[src/rtl/logic_op_sequencer_pkg.sv]
// Shared opcodes and FSM encodings for logic_op_sequencer.
// Imported by logicUnit and the sequencer top.
package logic_op_sequencer_pkg;

  localparam logic [2:0] OP_NONE = 3'b000;
  localparam logic [2:0] OP_AND  = 3'b001;
  localparam logic [2:0] OP_OR   = 3'b010;
  localparam logic [2:0] OP_XOR  = 3'b100;

  typedef enum logic [1:0] {
    ST_IDLE    = 2'd0,
    ST_ISSUE   = 2'd1,
    ST_CAPTURE = 2'd2,
    ST_RESPOND = 2'd3
  } state_e;

  function automatic logic op_legal(
    input logic [2:0] op
  );
    logic ok;
    ok = 1'b0;
    unique case (op)
      OP_AND,
      OP_OR,
      OP_XOR:  ok = 1'b1;
      default: ok = 1'b0;
    endcase
    return ok;
  endfunction

endpackage

[src/rtl/logic_op_sequencer_logic_unit.sv]
// logicUnit: combinational AND/OR/XOR unit; each result is only
// live when its opcode is presented, otherwise it reads zero.
// Ports: opCode[2:0], A[3:0], B[3:0] in; resultA/O/X[3:0] out.
module logicUnit
  import logic_op_sequencer_pkg::*;
(
  input  logic [2:0] opCode,
  input  logic [3:0] A,
  input  logic [3:0] B,
  output logic [3:0] resultA,
  output logic [3:0] resultO,
  output logic [3:0] resultX
);

  always_comb begin
    resultA = 4'b0000;
    resultO = 4'b0000;
    resultX = 4'b0000;
    if (opCode == OP_AND) begin
      resultA = A & B;
    end
    if (opCode == OP_OR) begin
      resultO = A | B;
    end
    if (opCode == OP_XOR) begin
      resultX = A ^ B;
    end
  end

endmodule

[src/rtl/logic_op_sequencer.sv]
// Request/response sequencer around logicUnit with a saturating
// op counter. Ports: clk, rst (sync high); req{Valid,Ready,Op,A,B};
// rsp{Valid,Ready,Result,Err}; opCount[CNT_W-1:0].
module logic_op_sequencer
  import logic_op_sequencer_pkg::*;
#(
  parameter int CNT_W = 8
) (
  input  logic             clk,
  input  logic             rst,
  input  logic             reqValid,
  output logic             reqReady,
  input  logic [2:0]       reqOp,
  input  logic [3:0]       reqA,
  input  logic [3:0]       reqB,
  output logic             rspValid,
  input  logic             rspReady,
  output logic [3:0]       rspResult,
  output logic             rspErr,
  output logic [CNT_W-1:0] opCount
);

  localparam logic [CNT_W-1:0] CNT_MAX = '1;
  localparam logic [CNT_W-1:0] CNT_ONE = CNT_W'(1);

  state_e           state_q, state_d;
  logic [2:0]       op_q, op_d;
  logic [3:0]       a_q, a_d;
  logic [3:0]       b_q, b_d;
  logic [3:0]       res_q, res_d;
  logic             err_q, err_d;
  logic [CNT_W-1:0] cnt_q, cnt_d;

  logic [2:0] lu_op;
  logic [3:0] lu_and;
  logic [3:0] lu_or;
  logic [3:0] lu_xor;

  // Unit only sees a real opcode while an op is in flight.
  assign lu_op = (state_q == ST_ISSUE ||
                  state_q == ST_CAPTURE) ? op_q : OP_NONE;

  logicUnit u_lu (
    .opCode  (lu_op),
    .A       (a_q),
    .B       (b_q),
    .resultA (lu_and),
    .resultO (lu_or),
    .resultX (lu_xor)
  );

  assign reqReady  = (state_q == ST_IDLE);
  assign rspValid  = (state_q == ST_RESPOND);
  assign rspResult = res_q;
  assign rspErr    = err_q;
  assign opCount   = cnt_q;

  always_comb begin
    state_d = state_q;
    op_d    = op_q;
    a_d     = a_q;
    b_d     = b_q;
    res_d   = res_q;
    err_d   = err_q;
    cnt_d   = cnt_q;
    unique case (state_q)
      ST_IDLE: begin
        if (reqValid) begin
          op_d  = reqOp;
          a_d   = reqA;
          b_d   = reqB;
          res_d = 4'b0000;
          if (op_legal(reqOp)) begin
            err_d   = 1'b0;
            state_d = ST_ISSUE;
          end else begin
            err_d   = 1'b1;
            state_d = ST_RESPOND;
          end
        end
      end
      ST_ISSUE: begin
        state_d = ST_CAPTURE;
      end
      ST_CAPTURE: begin
        unique case (1'b1)
          (op_q == OP_AND): res_d = lu_and;
          (op_q == OP_OR):  res_d = lu_or;
          (op_q == OP_XOR): res_d = lu_xor;
          default:          res_d = 4'b0000;
        endcase
        err_d   = 1'b0;
        state_d = ST_RESPOND;
      end
      ST_RESPOND: begin
        if (rspReady) begin
          if (!err_q && cnt_q != CNT_MAX) begin
            cnt_d = cnt_q + CNT_ONE;
          end
          res_d   = 4'b0000;
          err_d   = 1'b0;
          state_d = ST_IDLE;
        end
      end
      default: begin
        state_d = ST_IDLE;
      end
    endcase
  end

  always_ff @(posedge clk) begin
    if (rst) begin
      state_q <= ST_IDLE;
      op_q    <= 3'b000;
      a_q     <= 4'b0000;
      b_q     <= 4'b0000;
      res_q   <= 4'b0000;
      err_q   <= 1'b0;
      cnt_q   <= '0;
    end else begin
      state_q <= state_d;
      op_q    <= op_d;
      a_q     <= a_d;
      b_q     <= b_d;
      res_q   <= res_d;
      err_q   <= err_d;
      cnt_q   <= cnt_d;
    end
  end

endmodule

[config.mk]
export PLATFORM = sky130hd
export DESIGN_NAME = logic_op_sequencer
export DESIGN_NICKNAME = d
export VERILOG_FILES = /design/src/rtl/logic_op_sequencer_pkg.sv /design/src/rtl/logic_op_sequencer_logic_unit.sv /design/src/rtl/logic_op_sequencer.sv
export SDC_FILE = /design/constraint.sdc
export NUM_CORES = 1
export LEC_CHECK = 0
export CAP_MARGIN = 15
export CORE_ASPECT_RATIO = 1.75
export CORE_MARGIN = 3
export CORE_UTILIZATION = 53
export DETAILED_ROUTE_END_ITERATION = 8
export PLACE_DENSITY_LB_ADDON = 0.2
export SYNTH_ARGS = -nofsm -noshare
export SYNTH_HDL_FRONTEND = slang
export SYNTH_SLANG_ARGS = --single-unit
export TNS_END_PERCENT = 10
[constraint.sdc]
create_clock -name clk -period 3.4 [get_ports clk]
set_input_delay 0.34 -clock clk [delete_from_list [all_inputs] [get_ports clk]]
set_output_delay 0.34 -clock clk [all_outputs]
set_load 0.05 [all_outputs]
==> impl_metrics.toml <==
[floorplanning]
die-width_um = 44.7
fp.coreArea_um2 = 2490
die_h_um = 73.8
row_count = 24
top_ports = 30
start_util_pct = 55.8
die-area_um2 = 3300

[routing]
top_layer_used = "met4"
wirelength_um = 2920
drc = 0
ant_nets = 0
wl_met3_um = 98
detailed_route_vias_per_instance = 5.49
drt_pass1_iterations = 4
met2RoutedLength_um = 1710
via_count = 1175
first_iter_violations = 29
wl_per_cell_um = 13.7
drt-met1-wl_um = 1060

[clocking]
clock_latency_reported_for_the_late_side_of_the_worst_skew_pair_ns = 0.27
clock-sinks = 26
cts_hold_repair.buffers = 0
htreeDepth = 1
cts_tree = "built"
cts.repair.resized = 0
total_cts_buffers = 3
cts_setup_buffers = 0
cts.clk_slew.worst_paths_ns = 0.08
cts_buffer_depth = 2
clock_tree.root_cell = "clkbuf_8"

[placed_design]
place.port_buffers = 29
placed_cells_incl_taps = 210
detailedPlacementHpwl_um = 2340
finalWeightedCongestion = 0.760

[power]
power.switching_fraction_pct = 37.7
comb_power_share_pct = 38.4
power.switching_w = 0.000358
power.density_cell_area_nw_per_um2 = 541
sequential_group_share_of_total_power_pct = 40.7
power_report.internal_total_w = 0.000591
power.total_w = 0.000949
clkPwrFrac_pct = 20.8
vdd_ir_max_uv = 385
pleak_nw = 0.712

[synth]
synth_fp_nets = 187
synth-seq-cells = 26
number_of_flops_mapped_to_enable_cells_by_yosys = 0
synth_warnings = 0
ys_types = 32
synth_ff_type = "dfxtp_1"
synth_seq_area_share_pct = 37.4
asr_flop_ratio_synth_pct = 0
synth_cells = 159
syn-mean-instance-area_um2 = 8.74
synth_area_um2 = 1390

[cells_and_area]
antenna_diode_count = 0
fin_cells = 214
final_nets = 217
layout_common_cells = "clkdlybuf4s50_1 (29), dfxtp_1 (26), nand2_1 (24)"
area_growth_pct = 26.2
drive_above_1_share_pct = 5.32
layout_commonest_cell = "clkdlybuf4s50_1"

[grt]
grt_remaining_overflow = 0
grt_pass1_vias = 1189
grt_max_degree = 25
grt_pass1_wl_um = 4960
grt_use_total_pct = 19.8
antenna_found_initial = 0

[sta]
timing.final.crit_period_ns = 2.19
rsz_0062_raised_after_global_routing = "false"
achievable-frequency_mhz = 457
setup_violations = 0
report.final.hold_viol_count = 0
finClkSkew_ns = 0.00127
drv_slew = 0
worst_slew_pin_slew_ns = 0.503
final_sum_of_negative_setup_slack_ns = 0
period_share_pct = 64.3
max_slew_margin_pct = 66.4

[critical_path]
cpMaxStageDelayCell = "clkdlybuf4s50_1"
critPathArrivalTime_ns = 1.85
critical_path.max_stage_delay_ns = 0.85
cp.buffers_inverters = 2
startpoint = "state_q[1]$_SDFFE_PP0P_"
crit_path_cell_trace = "inv_1, ha_1, clkdlybuf4s50_1"
critical-path-top-delay-family = "buffers and inverters"
timing.setup.critical_path_class = "reg -> out"
setup.worst_path.end_class = "output pin"
crit_path_start_kind = "flip-flop"
crit_fanout = 6
timing.critical_path.required_ns = 3.06
worstReg2RegStart = "state_q[0]$_SDFFE_PP0P_"

[status]
outcome = "completed"

[worst_hold_path]
hold_path.startpoint = "b_q[3]$_SDFFE_PP0P_"
min_path_type = "reg -> reg"

[flow_run]
drv.max_cap_violation_count = 0
-- per-layer routing --
layer	track usage (%)	vias up
met4	8.39	0
met1	19.5	533
met2	38.7	30
met5	0	-
li1	-	606
met3	2.45	6
-- flip-flops by register name, summed over array words and instances (netlist names) --
name and cells:
rspResult 4, b_q 4, opCount 8, op_q 3, rspErr 1, state_q 2, a_q 4
-- synth_stat cells (3+ instances only) --
cell type	n	share of area [%]
nor3_1	4	1.4
inv_1	12	3.2
ha_1	13	12
xor2_1	8	5.0
o2bb2ai_1	4	2.5
a21oi_1	13	4.7
clkbuf_1	3	0.81
dfxtp_1	26	37
o211ai_1	3	1.6
a22o_1	8	5.0
nor2b_1	3	1.4
nor2_1	10	2.7
o21ai_0	3	1.1
nand2_1	24	6.5
-- tightest hold or removal path: stages, from the launching register on --
cell and delay (ns):
dfxtp_1 0.33, nand2_1 0.06, a21oi_1 0.05
-- through the flow --
step                      util (%)  setup WS (ns)  area [um2]  hold WS [ns]
after floorplan                  -           1.56        1390         0.419
after global placement        68.2           1.56        1700         0.464
after detailed placement      68.2           1.51        1700         0.466
after CTS                     70.4           1.21        1750         0.484
after global routing          70.4           1.15        1750         0.503
final                         70.4           1.21        1750         0.483
-- layout make-up --
| cell class | instances | area [um2] |
|---|---|---|
| Clock buffer | 4 | 55.1 |
| Fill cell | 198 | 738 |
| Inverter | 12 | 45.0 |
| Multi-Input combinational cell | 116 | 803 |
| Sequential cell | 26 | 520 |
| Tap cell | 26 | 32.5 |
| Timing Repair Buffer | 30 | 298 |
-- cells by family after synthesis --
kind of cell | synth area share, %
adder cells (fa/ha/maj) | 11.7
XOR/XNOR | 5.04
multiplexers | 1.44
buffers and inverters | 4.77
flip-flops | 37.4
AO/OA/AOI/OAI | 20.1
AND/OR/NAND/NOR | 19.5
-- power groups by stage --
stage                     clock, W  sequential [W]  combinational, W
final                     0.000198        0.000387          0.000365
after global routing      0.000209        0.000391          0.000407
after CTS                 0.000204        0.000386          0.000369
after detailed placement         0        0.000393          0.000368
after global placement           0        0.000387          0.000352
after floorplan                  0        0.000404          0.000254
-- final timing paths --
path,endpoint,slack [ns],cells past startpoint
setup / recovery,reqReady,1.21,3
hold / removal,b_q[3]$_SDFFE_PP0P_,0.48,2
setup reg to reg,rspResult[1]$_SDFFE_PP0P_,1.73,6
hold reg to reg,b_q[3]$_SDFFE_PP0P_,0.48,2
(Power assumes the default switching activity.)
